## src/rtl/beam_input_pio.sv

```systemverilog
// Debounced beam/button input PIO with Avalon-MM registers (DATA, IRQ_MASK, EDGE_CAPTURE, EDGE_MODE) and level irq.
// Read latency 1 cycle, no backpressure; debounce counters present only with BEAM_INPUT_PIO_DEBOUNCE_EN defined.
module beam_input_pio #(
  parameter int CHANNELS        = 8,
  parameter int DEBOUNCE_CYCLES = 50000
) (
  input  logic                clk_clk,
  input  logic                reset_reset,
  input  logic [CHANNELS-1:0] beam_in,
  input  logic [1:0]          address,
  input  logic                read,
  input  logic                write,
  input  logic [31:0]         writedata,
  output logic [31:0]         readdata,
  output logic                irq
);

  localparam logic [1:0] ADDR_DATA = 2'd0;
  localparam logic [1:0] ADDR_MASK = 2'd1;
  localparam logic [1:0] ADDR_EDGE = 2'd2;
  localparam logic [1:0] ADDR_MODE = 2'd3;

  if (CHANNELS < 1 || CHANNELS > 32 || DEBOUNCE_CYCLES < 2 || DEBOUNCE_CYCLES > (1 << 20)) begin : g_param_check
    $error("beam_input_pio: CHANNELS or DEBOUNCE_CYCLES out of legal range");
  end

  logic [CHANNELS-1:0] sync1;
  logic [CHANNELS-1:0] sync2;
  logic [CHANNELS-1:0] stable;
  logic [CHANNELS-1:0] stable_nxt;
  logic [CHANNELS-1:0] irq_mask;
  logic [CHANNELS-1:0] edge_cap;
  logic [CHANNELS-1:0] edge_mode;
  logic [CHANNELS-1:0] cap_set;
  logic [CHANNELS-1:0] cap_clr;
  logic [CHANNELS-1:0] wr_val;
  logic [CHANNELS-1:0] rd_val;
  logic                unused_wdata;

  assign wr_val       = writedata[CHANNELS-1:0];
  assign unused_wdata = ^writedata;

  always_ff @(posedge clk_clk or posedge reset_reset) begin
    if (reset_reset) begin
      sync1 <= '0;
      sync2 <= '0;
    end else begin
      sync1 <= beam_in;
      sync2 <= sync1;
    end
  end

`ifdef BEAM_INPUT_PIO_DEBOUNCE_EN
  localparam int CW = $clog2(DEBOUNCE_CYCLES);
  localparam logic [CW-1:0] CNT_LAST = CW'(DEBOUNCE_CYCLES - 1);

  logic [CW-1:0] cnt     [CHANNELS];
  logic [CW-1:0] cnt_nxt [CHANNELS];

  // Counter only runs while the synchronized level disagrees with the accepted one.
  always_comb begin
    stable_nxt = stable;
    for (int i = 0; i < CHANNELS; i++) begin
      cnt_nxt[i] = cnt[i];
      if (sync2[i] == stable[i]) begin
        cnt_nxt[i] = '0;
      end else if (cnt[i] == CNT_LAST) begin
        stable_nxt[i] = sync2[i];
        cnt_nxt[i]    = '0;
      end else begin
        cnt_nxt[i] = cnt[i] + CW'(1);
      end
    end
  end

  always_ff @(posedge clk_clk or posedge reset_reset) begin
    if (reset_reset) begin
      for (int i = 0; i < CHANNELS; i++) begin
        cnt[i] <= '0;
      end
    end else begin
      for (int i = 0; i < CHANNELS; i++) begin
        cnt[i] <= cnt_nxt[i];
      end
    end
  end
`else
  always_comb begin
    stable_nxt = sync2;
  end
`endif

  // Capture is taken from the accepted-level change itself, in the same cycle it lands.
  always_comb begin
    cap_set = (~edge_mode & ~stable & stable_nxt) | (edge_mode & stable & ~stable_nxt);
    cap_clr = '0;
    if (write && address == ADDR_EDGE) begin
      cap_clr = wr_val;
    end
  end

  always_comb begin
    rd_val = '0;
    case (address)
      ADDR_DATA: rd_val = stable;
      ADDR_MASK: rd_val = irq_mask;
      ADDR_EDGE: rd_val = edge_cap;
      ADDR_MODE: rd_val = edge_mode;
      default:   rd_val = '0;
    endcase
  end

  always_ff @(posedge clk_clk or posedge reset_reset) begin
    if (reset_reset) begin
      stable    <= '0;
      irq_mask  <= '0;
      edge_cap  <= '0;
      edge_mode <= '0;
      readdata  <= '0;
      irq       <= 1'b0;
    end else begin
      stable   <= stable_nxt;
      edge_cap <= (edge_cap & ~cap_clr) | cap_set;
      irq      <= |(edge_cap & irq_mask);
      if (read) begin
        readdata <= 32'(rd_val);
      end
      if (write && address == ADDR_MASK) begin
        irq_mask <= wr_val;
      end
      if (write && address == ADDR_MODE) begin
        edge_mode <= wr_val;
      end
    end
  end

endmodule

```

## config.mk

```make
export PLATFORM = sky130hd
export DESIGN_NAME = beam_input_pio
export DESIGN_NICKNAME = d
export VERILOG_FILES = /design/src/rtl/beam_input_pio.sv
export SDC_FILE = /design/constraint.sdc
export NUM_CORES = 1
export LEC_CHECK = 0
export CAP_MARGIN = 20
export CORE_ASPECT_RATIO = 0.8
export CORE_UTILIZATION = 49
export CTS_BUF_LIST = sky130_fd_sc_hd__clkbuf_8 sky130_fd_sc_hd__clkbuf_16
export DETAILED_ROUTE_END_ITERATION = 16
export MAX_ROUTING_LAYER = met4
export PLACE_DENSITY = 0.84
export SLEW_MARGIN = 20
export SYNTH_ARGS = -nofsm -noshare
export SYNTH_HDL_FRONTEND = slang
export SYNTH_SLANG_ARGS = --single-unit
```

## constraint.sdc

```tcl
create_clock -name clk_clk -period 4.6 [get_ports clk_clk]
set_input_delay 0.92 -clock clk_clk [delete_from_list [all_inputs] [get_ports clk_clk]]
set_output_delay 0.92 -clock clk_clk [all_outputs]
set_load 0.005 [all_outputs]
```

==> results.json <==
{
  "outcome": "completed",
  "grt_pass1_wl_um": 7130,
  "syn_area_per_cell_um2": 13.7,
  "vias": 1470,
  "crit_fanout": 18,
  "drt_first_iter_violations": 66,
  "pin_count": 79,
  "skew_ns": 0.00632,
  "clk_path_buf_depth": 2,
  "tritoncts": "done",
  "ys_warn_count": 0,
  "ys_types": 21,
  "yosys.area.top_type": "dfrtp_1",
  "drive_above_1_share_pct": 16.0,
  "cts_buffers": 9,
  "initial_core_util_pct": 52.3,
  "drv_cap": 0,
  "crit_path_end_kind": "flop",
  "pwr-share-clk_pct": 37.7,
  "rsz0062_at_grt": "no",
  "nets": 260,
  "cp_slowest_cell": "clkdlybuf4s50_1",
  "hold_ws_ns": 0.345,
  "grt_max_degree": 33,
  "setup_violations": 0,
  "cts.sinks": 57,
  "ant_nets": 0,
  "swShare_pct": 23.6,
  "drv_slew": 0,
  "cts.hold.buffers_added": 0,
  "slew_headroom_pct": 64.8,
  "cts_setup_buffers": 0,
  "clk_pin_slew_worst_paths_ns": 0.06,
  "peakVddDrop_uv": 276,
  "root_buffer": "clkbuf_8",
  "final_util_pct": 62.0,
  "worstPathArrival_ns": 2.50,
  "cp_cell_sequence": "clkdlybuf4s50_1 -> buf_4 -> nand4b_1 -> a221o_1",
  "placementRows": 22,
  "critPathKind": "in -> reg",
  "cp.required_ns": 4.82,
  "htree_num_levels": 3,
  "chipHeight_um": 65.2,
  "internal_power_mw": 0.952,
  "hp-class": "reg -> reg",
  "synth_cells": 178,
  "layout_common_cells": "dfrtp_1, clkdlybuf4s50_1, conb_1",
  "seq_area_mm2": 0.00143,
  "synth-seq-area-share_pct": 58.3,
  "fin_crit_sh_pct": 49.6,
  "route.detailed.drc": 0,
  "first_global_vias": 1494,
  "first_pass_iters": 4,
  "tightest_slew_ns": 0.527,
  "power_density_mw_per_mm2": 429,
  "slowest_delay_ns": 0.64,
  "io_buffers": 30,
  "synth_area_leaders": "dfrtp_1, buf_4, mux2_2",
  "clk_latency_ns": 0.33,
  "fillerInstances": 391,
  "p_comb_share_pct": 13.4,
  "dp_hpwl_um": 2880,
  "synth.top_cell.area_share_pct": 58.3,
  "leakagePower_nw": 1.30,
  "grt-ovfl-total": 0,
  "viasPerCell": 5.27,
  "finalHoldViolCount": 0,
  "cts-resized-gates": 0,
  "antenna_found_initial": 0,
  "totalWireLength_um": 4240,
  "multi_input_area_um2": 873,
  "wl_per_cell_um": 15.2,
  "power_mw": 1.25,
  "grtUsageTotal_pct": 19.7,
  "synthToLayoutAreaGrowth_pct": 18.6,
  "final.setup.tns_ns": 0,
  "p_seq_share_pct": 48.9,
  "syn_area_mm2": 0.00245,
  "die_area_mm2": 0.00528,
  "synth-seq-cells": 57,
  "layout_min_cycle_time_ns": 2.28,
  "startpoint_type": "input port",
  "gp_congestion": 0.801,
  "core_mm2": 0.00468,
  "diodes": 0,
  "final_common_cell": "dfrtp_1",
  "fmax_ghz": 0.439,
  "die_w_um": 81.0,
  "power.switching_mw": 0.294
}
[layout make-up]
cell class                      count  area share, %
Tap cell                           60           2.59
Clock buffer                       12           5.69
Timing Repair Buffer               32           10.9
Inverter                            1          0.129
Multi-Input combinational cell    113           30.1
Sequential cell                    57           49.2
Clock inverter                      4           1.47
[synth_stat cells]
cell and count:
nand4b_1 8, dfrtp_1 57, nor3b_1 2, nand4_1 1, buf_1 1, mux2_2 16
nand3_2 1, buf_4 27, nor2_1 6, conb_1 1, buf_6 2, inv_1 1
o221ai_1 8, and3b_1 8, a221o_1 6, nand2b_1 9, a211o_1 2, nand2_1 1
a22oi_1 4, mux2i_1 16, nand3b_2 1
[logic make-up (layout without fill, tap and decap cells)]
family / count (synthesis) / after routing / synth area share [%]
mux: 32 / 32 / 13.9
simple gates: 37 / 37 / 10.8
flops: 57 / 57 / 58.3
other cells: 1 / 24 / 0.153
compound gates: 20 / 20 / 7.26
buf+inv: 31 / 49 / 9.51
[registers in the layout (all words and copies together), names as in the netlist]
name,count
stable,8
edge_mode,8
stable_nxt,8
irq,1
readdata,8
irq_mask,8
sync1,8
edge_cap,8
[final timing paths]
check	from	end	slack (ns)	cells after the start
min	sync1[3]	stable_nxt[3]	0.34	0
max reg2reg	edge_mode[3]	edge_cap[3]	3.63	2
min in group asynchronous	reset_reset	edge_mode[5]	0.95	2
max	address[0]	edge_cap[0]	2.32	4
max in group asynchronous	reset_reset	edge_cap[3]	2.86	3
min reg2reg	sync1[3]	stable_nxt[3]	0.34	0
[metrics by stage]
stage / instances / cell area, um^2 / worst slack [ns]
after detailed placement: 263 / 2690 / 1.99
final: 279 / 2900 / 2.32
after CTS: 279 / 2900 / 2.34
after floorplan: 201 / 2530 / 2.28
after global routing: 279 / 2900 / 2.26
after global placement: 263 / 2690 / 2.01
[critical path, delay by kind of cell]
kind,cells,cell delay (ns)
compound gates,1,0.38
simple gates,1,0.20
buf+inv,2,0.99
[metal layers]
metal / share of wire, % / wire length [um] / global-route usage (%) / up-vias
met5: 0 / 0 / - / -
met4: 0.99 / 42 / 6.70 / 0
met3: 5.9 / 252 / 9.44 / 8
met2: 47 / 1990 / 28.4 / 40
met1: 46 / 1960 / 24.3 / 742
li1: - / - / - / 680
[power groups by stage]
stage | registers (mW) | logic (mW) | clock network, mW
floorplan | 0.605 | 0.119 | 0
global route | 0.617 | 0.185 | 0.512
global placement | 0.615 | 0.163 | 0
detailed placement | 0.618 | 0.168 | 0
finish | 0.609 | 0.167 | 0.470
CTS | 0.609 | 0.169 | 0.485
(Power assumes the default switching activity.)
